<file path="config.mk">
export PLATFORM = sky130hd
export DESIGN_NAME = pong_game_ctrl
export DESIGN_NICKNAME = d
export VERILOG_FILES = /design/src/rtl/pong_game_ctrl.sv
export SDC_FILE = /design/constraint.sdc
export NUM_CORES = 1
export LEC_CHECK = 0
export ABC_AREA = 1
export CORE_UTILIZATION = 62
export DETAILED_ROUTE_END_ITERATION = 8
export PLACE_DENSITY = 0.8
export SLEW_MARGIN = 20
export SYNTH_ARGS = -nofsm -noshare
export SYNTH_HDL_FRONTEND = slang
export SYNTH_SLANG_ARGS = --single-unit
</file>
<file path="constraint.sdc">
create_clock -name clk -period 2.9 [get_ports clk]
set_input_delay 0.435 -clock clk [delete_from_list [all_inputs] [get_ports clk]]
set_output_delay 0.435 -clock clk [all_outputs]
set_load 0.01 [all_outputs]
</file>
<file path="src/rtl/pong_game_ctrl.sv">
`default_nettype none
// ============================================================================
// Module  : pong_game_ctrl
// Purpose : Pong match sequencer: input debounce, match flow, frame-locked ball steps
// Revision: 1.0 - initial release
// ============================================================================
module pong_game_ctrl #(
    parameter int unsigned DEB_CYC      = 750000,
    parameter int unsigned BASE_FRAMES  = 4,
    parameter int unsigned MIN_FRAMES   = 1,
    parameter int unsigned HITS_PER_LVL = 4,
    parameter int unsigned MAX_LVL      = 3,
    parameter int unsigned PAUSE_FRAMES = 60
) (
    input  logic       clk,
    input  logic       rst_n,
    input  logic       frame_start,
    input  logic [5:0] raw_in,
    input  logic       l_scored_ev,
    input  logic       r_scored_ev,
    input  logic       paddle_hit,
    input  logic       game_over_in,
    output logic [5:0] pulse_out,
    output logic       ball_step,
    output logic       server,
    output logic [2:0] ctrl_state,
    output logic [1:0] speed_lvl
);

    localparam int unsigned DW = $clog2(DEB_CYC + 1);
    localparam int unsigned FW = $clog2(BASE_FRAMES + 1);
    localparam int unsigned HW = $clog2(HITS_PER_LVL + 1);
    localparam int unsigned PW = $clog2(PAUSE_FRAMES + 1);
    localparam logic [1:0]  C_MAX_LVL = 2'(MAX_LVL);

    typedef enum logic [2:0] {
        S_IDLE  = 3'd0,
        S_SERVE = 3'd1,
        S_RALLY = 3'd2,
        S_PAUSE = 3'd3,
        S_OVER  = 3'd4
    } state_t;

    // Per-bit: 2-flop synchroniser, then a level that only follows a stable input
    for (genvar gi = 0; gi < 6; gi++) begin : g_deb
        logic [1:0]    r_sync;
        logic          r_level;
        logic          r_pulse;
        logic [DW-1:0] r_cnt;

        always_ff @(posedge clk or negedge rst_n) begin
            if (!rst_n) begin
                r_sync  <= 2'b00;
                r_level <= 1'b0;
                r_pulse <= 1'b0;
                r_cnt   <= '0;
            end else begin
                r_sync  <= {r_sync[0], raw_in[gi]};
                r_pulse <= 1'b0;
                if (r_sync[1] == r_level) begin
                    r_cnt <= '0;
                end else if (32'(r_cnt) == DEB_CYC - 1) begin
                    r_cnt   <= '0;
                    r_level <= r_sync[1];
                    r_pulse <= r_sync[1];
                end else begin
                    r_cnt <= r_cnt + DW'(1);
                end
            end
        end

        assign pulse_out[gi] = r_pulse;
    end

    logic w_a_up, w_a_down, w_btn_a, w_b_up, w_b_down, w_btn_b;
    assign w_a_up   = pulse_out[0];
    assign w_a_down = pulse_out[1];
    assign w_btn_a  = pulse_out[2];
    assign w_b_up   = pulse_out[3];
    assign w_b_down = pulse_out[4];
    assign w_btn_b  = pulse_out[5];

    state_t        r_state, n_state;
    logic          r_server, n_server;
    logic [1:0]    r_lvl, n_lvl;
    logic [HW-1:0] r_hit, n_hit;
    logic [FW-1:0] r_frame, n_frame;
    logic [PW-1:0] r_pause, n_pause;
    logic          w_step;
    logic [31:0]   w_period_m1;

    always_ff @(posedge clk or negedge rst_n) begin
        if (!rst_n) begin
            r_state  <= S_IDLE;
            r_server <= 1'b0;
            r_lvl    <= 2'd0;
            r_hit    <= '0;
            r_frame  <= '0;
            r_pause  <= '0;
        end else begin
            r_state  <= n_state;
            r_server <= n_server;
            r_lvl    <= n_lvl;
            r_hit    <= n_hit;
            r_frame  <= n_frame;
            r_pause  <= n_pause;
        end
    end

    // Frames per step shrinks with level but never drops below the floor
    always_comb begin
        if (32'(r_lvl) + MIN_FRAMES >= BASE_FRAMES) begin
            w_period_m1 = MIN_FRAMES - 1;
        end else begin
            w_period_m1 = BASE_FRAMES - 32'(r_lvl) - 1;
        end
    end

    always_comb begin
        n_state  = r_state;
        n_server = r_server;
        n_lvl    = r_lvl;
        n_hit    = r_hit;
        n_frame  = r_frame;
        n_pause  = r_pause;
        w_step   = 1'b0;
        case (r_state)
            S_IDLE: begin
                if (w_btn_a) begin
                    n_state  = S_SERVE;
                    n_server = 1'b0;
                end else if (w_btn_b) begin
                    n_state  = S_SERVE;
                    n_server = 1'b1;
                end
            end
            S_SERVE: begin
                n_lvl   = 2'd0;
                n_hit   = '0;
                n_frame = '0;
                n_pause = '0;
                if (r_server ? (w_b_up | w_b_down) : (w_a_up | w_a_down)) begin
                    n_state = S_RALLY;
                end
            end
            S_RALLY: begin
                if (paddle_hit) begin
                    if (32'(r_hit) == HITS_PER_LVL - 1) begin
                        n_hit = '0;
                        if (r_lvl != C_MAX_LVL) begin
                            n_lvl = r_lvl + 2'd1;
                        end
                    end else begin
                        n_hit = r_hit + HW'(1);
                    end
                end
                // >= rather than == so a shorter period after a level-up never strands the count
                if (frame_start) begin
                    if (32'(r_frame) >= w_period_m1) begin
                        n_frame = '0;
                        w_step  = ~(l_scored_ev | r_scored_ev);
                    end else begin
                        n_frame = r_frame + FW'(1);
                    end
                end
                if (l_scored_ev) begin
                    n_state  = S_PAUSE;
                    n_server = 1'b1;
                    n_pause  = '0;
                end else if (r_scored_ev) begin
                    n_state  = S_PAUSE;
                    n_server = 1'b0;
                    n_pause  = '0;
                end
            end
            S_PAUSE: begin
                if (frame_start) begin
                    if (32'(r_pause) == PAUSE_FRAMES - 1) begin
                        n_pause = '0;
                        n_state = game_over_in ? S_OVER : S_SERVE;
                    end else begin
                        n_pause = r_pause + PW'(1);
                    end
                end
            end
            S_OVER: begin
                if (w_btn_a | w_btn_b) begin
                    n_state  = S_IDLE;
                    n_server = 1'b0;
                end
            end
            default: n_state = S_IDLE;
        endcase
    end

    assign ball_step  = w_step;
    assign server     = r_server;
    assign ctrl_state = r_state;
    assign speed_lvl  = r_lvl;

endmodule
`default_nettype wire

</file>
# --- Word level (Yosys, flattened, before mapping) ---
# Cells that the tools add are included.
classes:
  n_addsub: 13
  n_mul: 0
  n_div: 0
  order_cmp: 2
  n_eq_ne: 29
  n_shift: 0
  muxes: 60
  bitwise: 11
  reduce_logical: 16
ops:
  columns: ["operator", "count"]
  rows:
  - ["2-to-1 mux 20 bit", 12]
  - ["adder 20 x 1 -> 20 bit, second input constant", 6]
  - ["equality test 20 bit, second input constant", 6]
  - ["2-to-1 mux 3 bit", 13]
  - [">= comparator 3 x 32 -> 1 bit", 1]
  - ["2-to-1 mux 32 bit", 1]
  - ["2-to-1 mux 6 bit", 4]
  - ["2-to-1 mux 1 bit", 21]
  - ["inequality test 2 bit, second input constant", 9]
  - ["one-hot mux 6 bit (3 select lines)", 1]
  - ["AND reduction 2 bit", 8]
  - ["one-hot mux 3 bit (5 select lines)", 1]
  - ["one-hot mux 3 bit (2 select lines)", 2]
  - ["equality test 3 x 2 -> 1 bit, second input constant", 3]
  - ["AND reduction 4 bit", 2]
  - ["NOT 1 bit", 7]
  - ["adder 3 x 1 -> 3 bit, second input constant", 2]
  - ["adder 6 x 1 -> 6 bit, second input constant", 1]
  - ["equality test 1 bit", 6]
  - ["equality test 6 bit, second input constant", 1]
  - ["2-to-1 mux 2 bit", 3]
  - ["inequality test 3 bit, second input constant", 2]
  - ["AND reduction 6 bit", 1]
  - ["nonzero test 3 bit", 2]
  - ["13 further kinds", 16]
totals:
  register_bits: 162
  latchBits: 0
  ramBits: 0
  mem_bits_ro: 0
  in_bits: 13
  output_inout_bits: 13
  word_cells: 161
  n_memories: 0

# --- Longest topological paths before layout ---
logic_depth:
  word_depth: 7
  mapped_depth: 12
  ltp_nobuf: 12

# --- Least setup slack after synthesis ---
# No wires, ideal clock.
synth_timing:
  path_kind: "reg2out"
  start: "reg r_lvl[0] (netlist: speed_lvl[0])"
  end: "out ball_step"
  arrival_ps: 1957
  t_required_ps: 2465
  setup_slack_ps: 508
  path_stages_with_launch: 11
  path_buffers: 0
  cell_sequence: "dfrtp_1 -> inv_1 -> ha_1 -> inv_1 -> ha_1 -> or2_2 -> ha_1 -> nand2_1 -> nand2_1 -> nand2_1 -> nor3_1"
synth_between:
  elab_chain_len: 7
  elab_cells_between_ends: 9
  classes_between: "add/sub (3); order compare (2); mux (4)"
synth_rtl:
  columns: ["item", "line_no", "rtl"]
  rows:
  - ["from (decl)", "85", "logic [1:0] r_lvl, n_lvl;"]
  - ["from (signal assigned)", "103", "r_lvl <= n_lvl;"]
  - ["subtractor 3 x 2 -> 4 bit or adder 2 x 1 -> 3 bit (tied branches)", "115, 112", null]
  - ["subtractor 4 x 2 -> 5 bit or >= comparator 3 bit (tied branches)", "115, 112", null]
  - ["2-to-1 mux 32 bit (*)", "112", "if (32'(r_lvl) + MIN_FRAMES >= BASE_FRAMES) begin"]
  - [">= comparator 3 x 32 -> 1 bit (*)", "159", "if (32'(r_frame) >= w_period_m1) begin"]
  - ["2-to-1 mux 1 bit (*)", "159", null]
  - ["2-to-1 mux 1 bit (*)", "158", "if (frame_start) begin"]
  - ["2-to-1 mux 1 bit (*)", "127", "case (r_state)"]
  - ["to (decl)", "24", "output logic ball_step,"]
# Mark *: on every way between the ends. The rest lies on a longest branch, timed or not.

# --- Final worst setup path ---
# Ends and elaborated chain as after synthesis.

==> results.cfg <==
[outcome]
status = complete, but fails checks
violations = negative hold slack

[cells_and_area]
final_nets = 1182
drive_gt1_frac = 0.109
fin_area_sq_um = 9830
mostFrequentLayoutCell = nand2_1
antenna_cells = 0
syn_to_final_growth_pct = 12.7
layout_common_cells = 270 x nand2_1, 226 x nor2_1, 162 x dfrtp_1

[logic_synthesis]
synth.avg_cell_area_sq_um = 7.86
syn-instance-count = 1110
yosysSeqAreaShare = 0.465
synthFlopType = dfrtp_1
synth-edff-count = 0
ys_seq_elements = 162
yosysUniqueCellTypes = 33
netlist_area_sq_um = 8720
ys_async_sr_fraction = 1.00
yosysWarnings = 0
mappedNetlistNets = 1140

[global_routing]
grt.total_usage = 0.259
gr-total-overflow = 0
grt_pass1_vias = 6630
antenna_found_initial = 0
grt_pass1_wl_um = 29700
grt_max_degree = 67

[critical_path]
critPathLaunch = speed_lvl[0]
cp.required_ns = 2.47
crit_path_start_kind = register
regToRegStartpoint = speed_lvl[0]
cp_top_family = adder cells
critPathCaptureType = output pin
crit_type = reg2out
cp_slowest_stage_delay_ns = 0.39
cp_num_buf_inv = 3
crit_path_cell_trace = inv_2, ha_1, inv_1, ha_1, or2_4, ha_4, nand2_1, nand2_1, nand2_2, nor3_4, buf_2
crit_fanout = 3
cp_slowest_cell = dfrtp_1
arrival_ns = 2.35

[die]
die_h_um = 121
coreArea_sq_um = 13500
initial_core_util = 0.646
fp.dieW_um = 121
dieArea_sq_um = 14500
ioPinCount = 26
rows = 42

[routing]
vias = 7032
detail-route-antenna-nets = 0
drc = 0
drt_iter0_drc = 558
routedWlPerCell_um = 12.8
first_pass_iters = 8
drt-vias-per-instance = 5.24
drt_wl_total_um = 17200

[sta]
finalSetupViolCount = 0
finClkSkew_ns = 0.00472
min_period_ns = 2.79
holdWs_ns = -0.00939
period_share = 0.962
slew_headroom = 0.598
worst_pin_slew_ns = 0.603
fmax_mhz = 359
timing_hold_violations_final = 10
final_max_slew_viol_count = 0

[cts]
numClockSinks = 162
clock-root-buffer = clkbuf_16
cts_max_path_buffers = 2
clk_pin_slew_ns = 0.06
htreeDepth = 4
insertion_delay_ns = 0.43
cts_buffers = 17
tritoncts = done

[placed_design]
place.gp.congestion = 0.891
io_buffers = 25
place_hpwl_um = 12200
placement.cell_area_sq_um = 9200

[power_and_ir_drop]
p_per_area_nw_per_um2 = 479
cellLeakagePower_nw = 4.34
ir_drop_mv = 0.446

[job]
cap_violations = 0

[hold_path]
hp-class = in2async
[final timing paths]
path / endpoint / slack [ns] / depth (start not counted)
max in group asynchronous: g_deb[3].r_cnt[1] / 2.22 / 2
worst min-delay path: g_deb[1].r_cnt[19] / -0.009 / 1
worst min register to register: g_deb[1].r_sync[1] / 0.35 / 0
worst max-delay path: ball_step / 0.11 / 11
worst max register to register: r_frame[0] / 0.88 / 12
min in group clk: g_deb[1].r_sync[1] / 0.35 / 0
[routing by layer]
layer  GRT usage  vias up  share of wire
met3      0.0594       27          0.046
met5           0        -              0
met4      0.0910        0          0.016
met1       0.347     3278           0.47
met2       0.413      157           0.47
li1            -     3570              -
[state kept, by name, indices dropped and copies added (netlist names)]
signal	count
ctrl_state	3
g_deb.r_pulse	6
speed_lvl	2
r_hit	3
r_frame	3
g_deb.r_level	6
g_deb.r_cnt	120
server	1
g_deb.r_sync	12
r_pause	6
[logic make-up (layout without fill, tap and decap cells)]
family,after synthesis,in the layout,synth area share
flops,162,162,0.465
xor+xnor,59,59,0.0601
fa+ha+maj,17,17,0.0244
compound gates,54,54,0.0330
simple gates,695,695,0.361
buf+inv,123,178,0.0567
[cell usage after synthesis, types with 11 or more instances]
cell type / number / area share
nor2_4: 14 / 0.018
xor2_1: 41 / 0.041
dfrtp_1: 162 / 0.46
o21ai_0: 13 / 0.0075
inv_1: 105 / 0.045
nor2_1: 226 / 0.097
xnor2_1: 17 / 0.017
nand2_1: 271 / 0.12
a21oi_1: 29 / 0.017
nor3_1: 37 / 0.021
ha_1: 17 / 0.024
nand3_2: 11 / 0.013
nand2_2: 17 / 0.012
nor3b_1: 12 / 0.010
nor2_2: 18 / 0.013
nand3_1: 67 / 0.038
[cell type report]
type / instances / area, sq um
Timing Repair Buffer: 31 / 317
Tap cell: 176 / 220
Clock inverter: 11 / 129
Fill cell: 1041 / 3680
Sequential cell: 162 / 4050
Clock buffer: 21 / 470
Multi-Input combinational cell: 825 / 4200
Inverter: 115 / 434
[where the power goes]
| group | switching (mW) | total, mW | internal (mW) |
|---|---|---|---|
| Sequential | 0.0235 | 2.31 | 2.29 |
| Clock | 0.896 | 2.24 | 1.34 |
| Combinational | 0.111 | 0.159 | 0.0479 |
[through the flow]
stage               instances  total power, mW  utilization  setup TNS (ns)  setup WS [ns]
detailed placement       1309             2.51        0.681         -0.0185        -0.0185
finish                   1341             4.71        0.728               0          0.111
global placement         1309             2.51        0.681               0         0.0194
floorplan                1110             2.43            -               0          0.508
global route             1341             4.87        0.728         -0.0199        -0.0199
CTS                      1340             4.74        0.726               0         0.0111
[timing repair]
item                       in CTS  in global routing
pin swaps                       1                  1
buffers inserted                0                  1
hold buffers                    0                  0
gates resized for setup         8                  2
setup endpoints to repair       1                  1
Note: power is estimated with default switching activity, not from simulation.
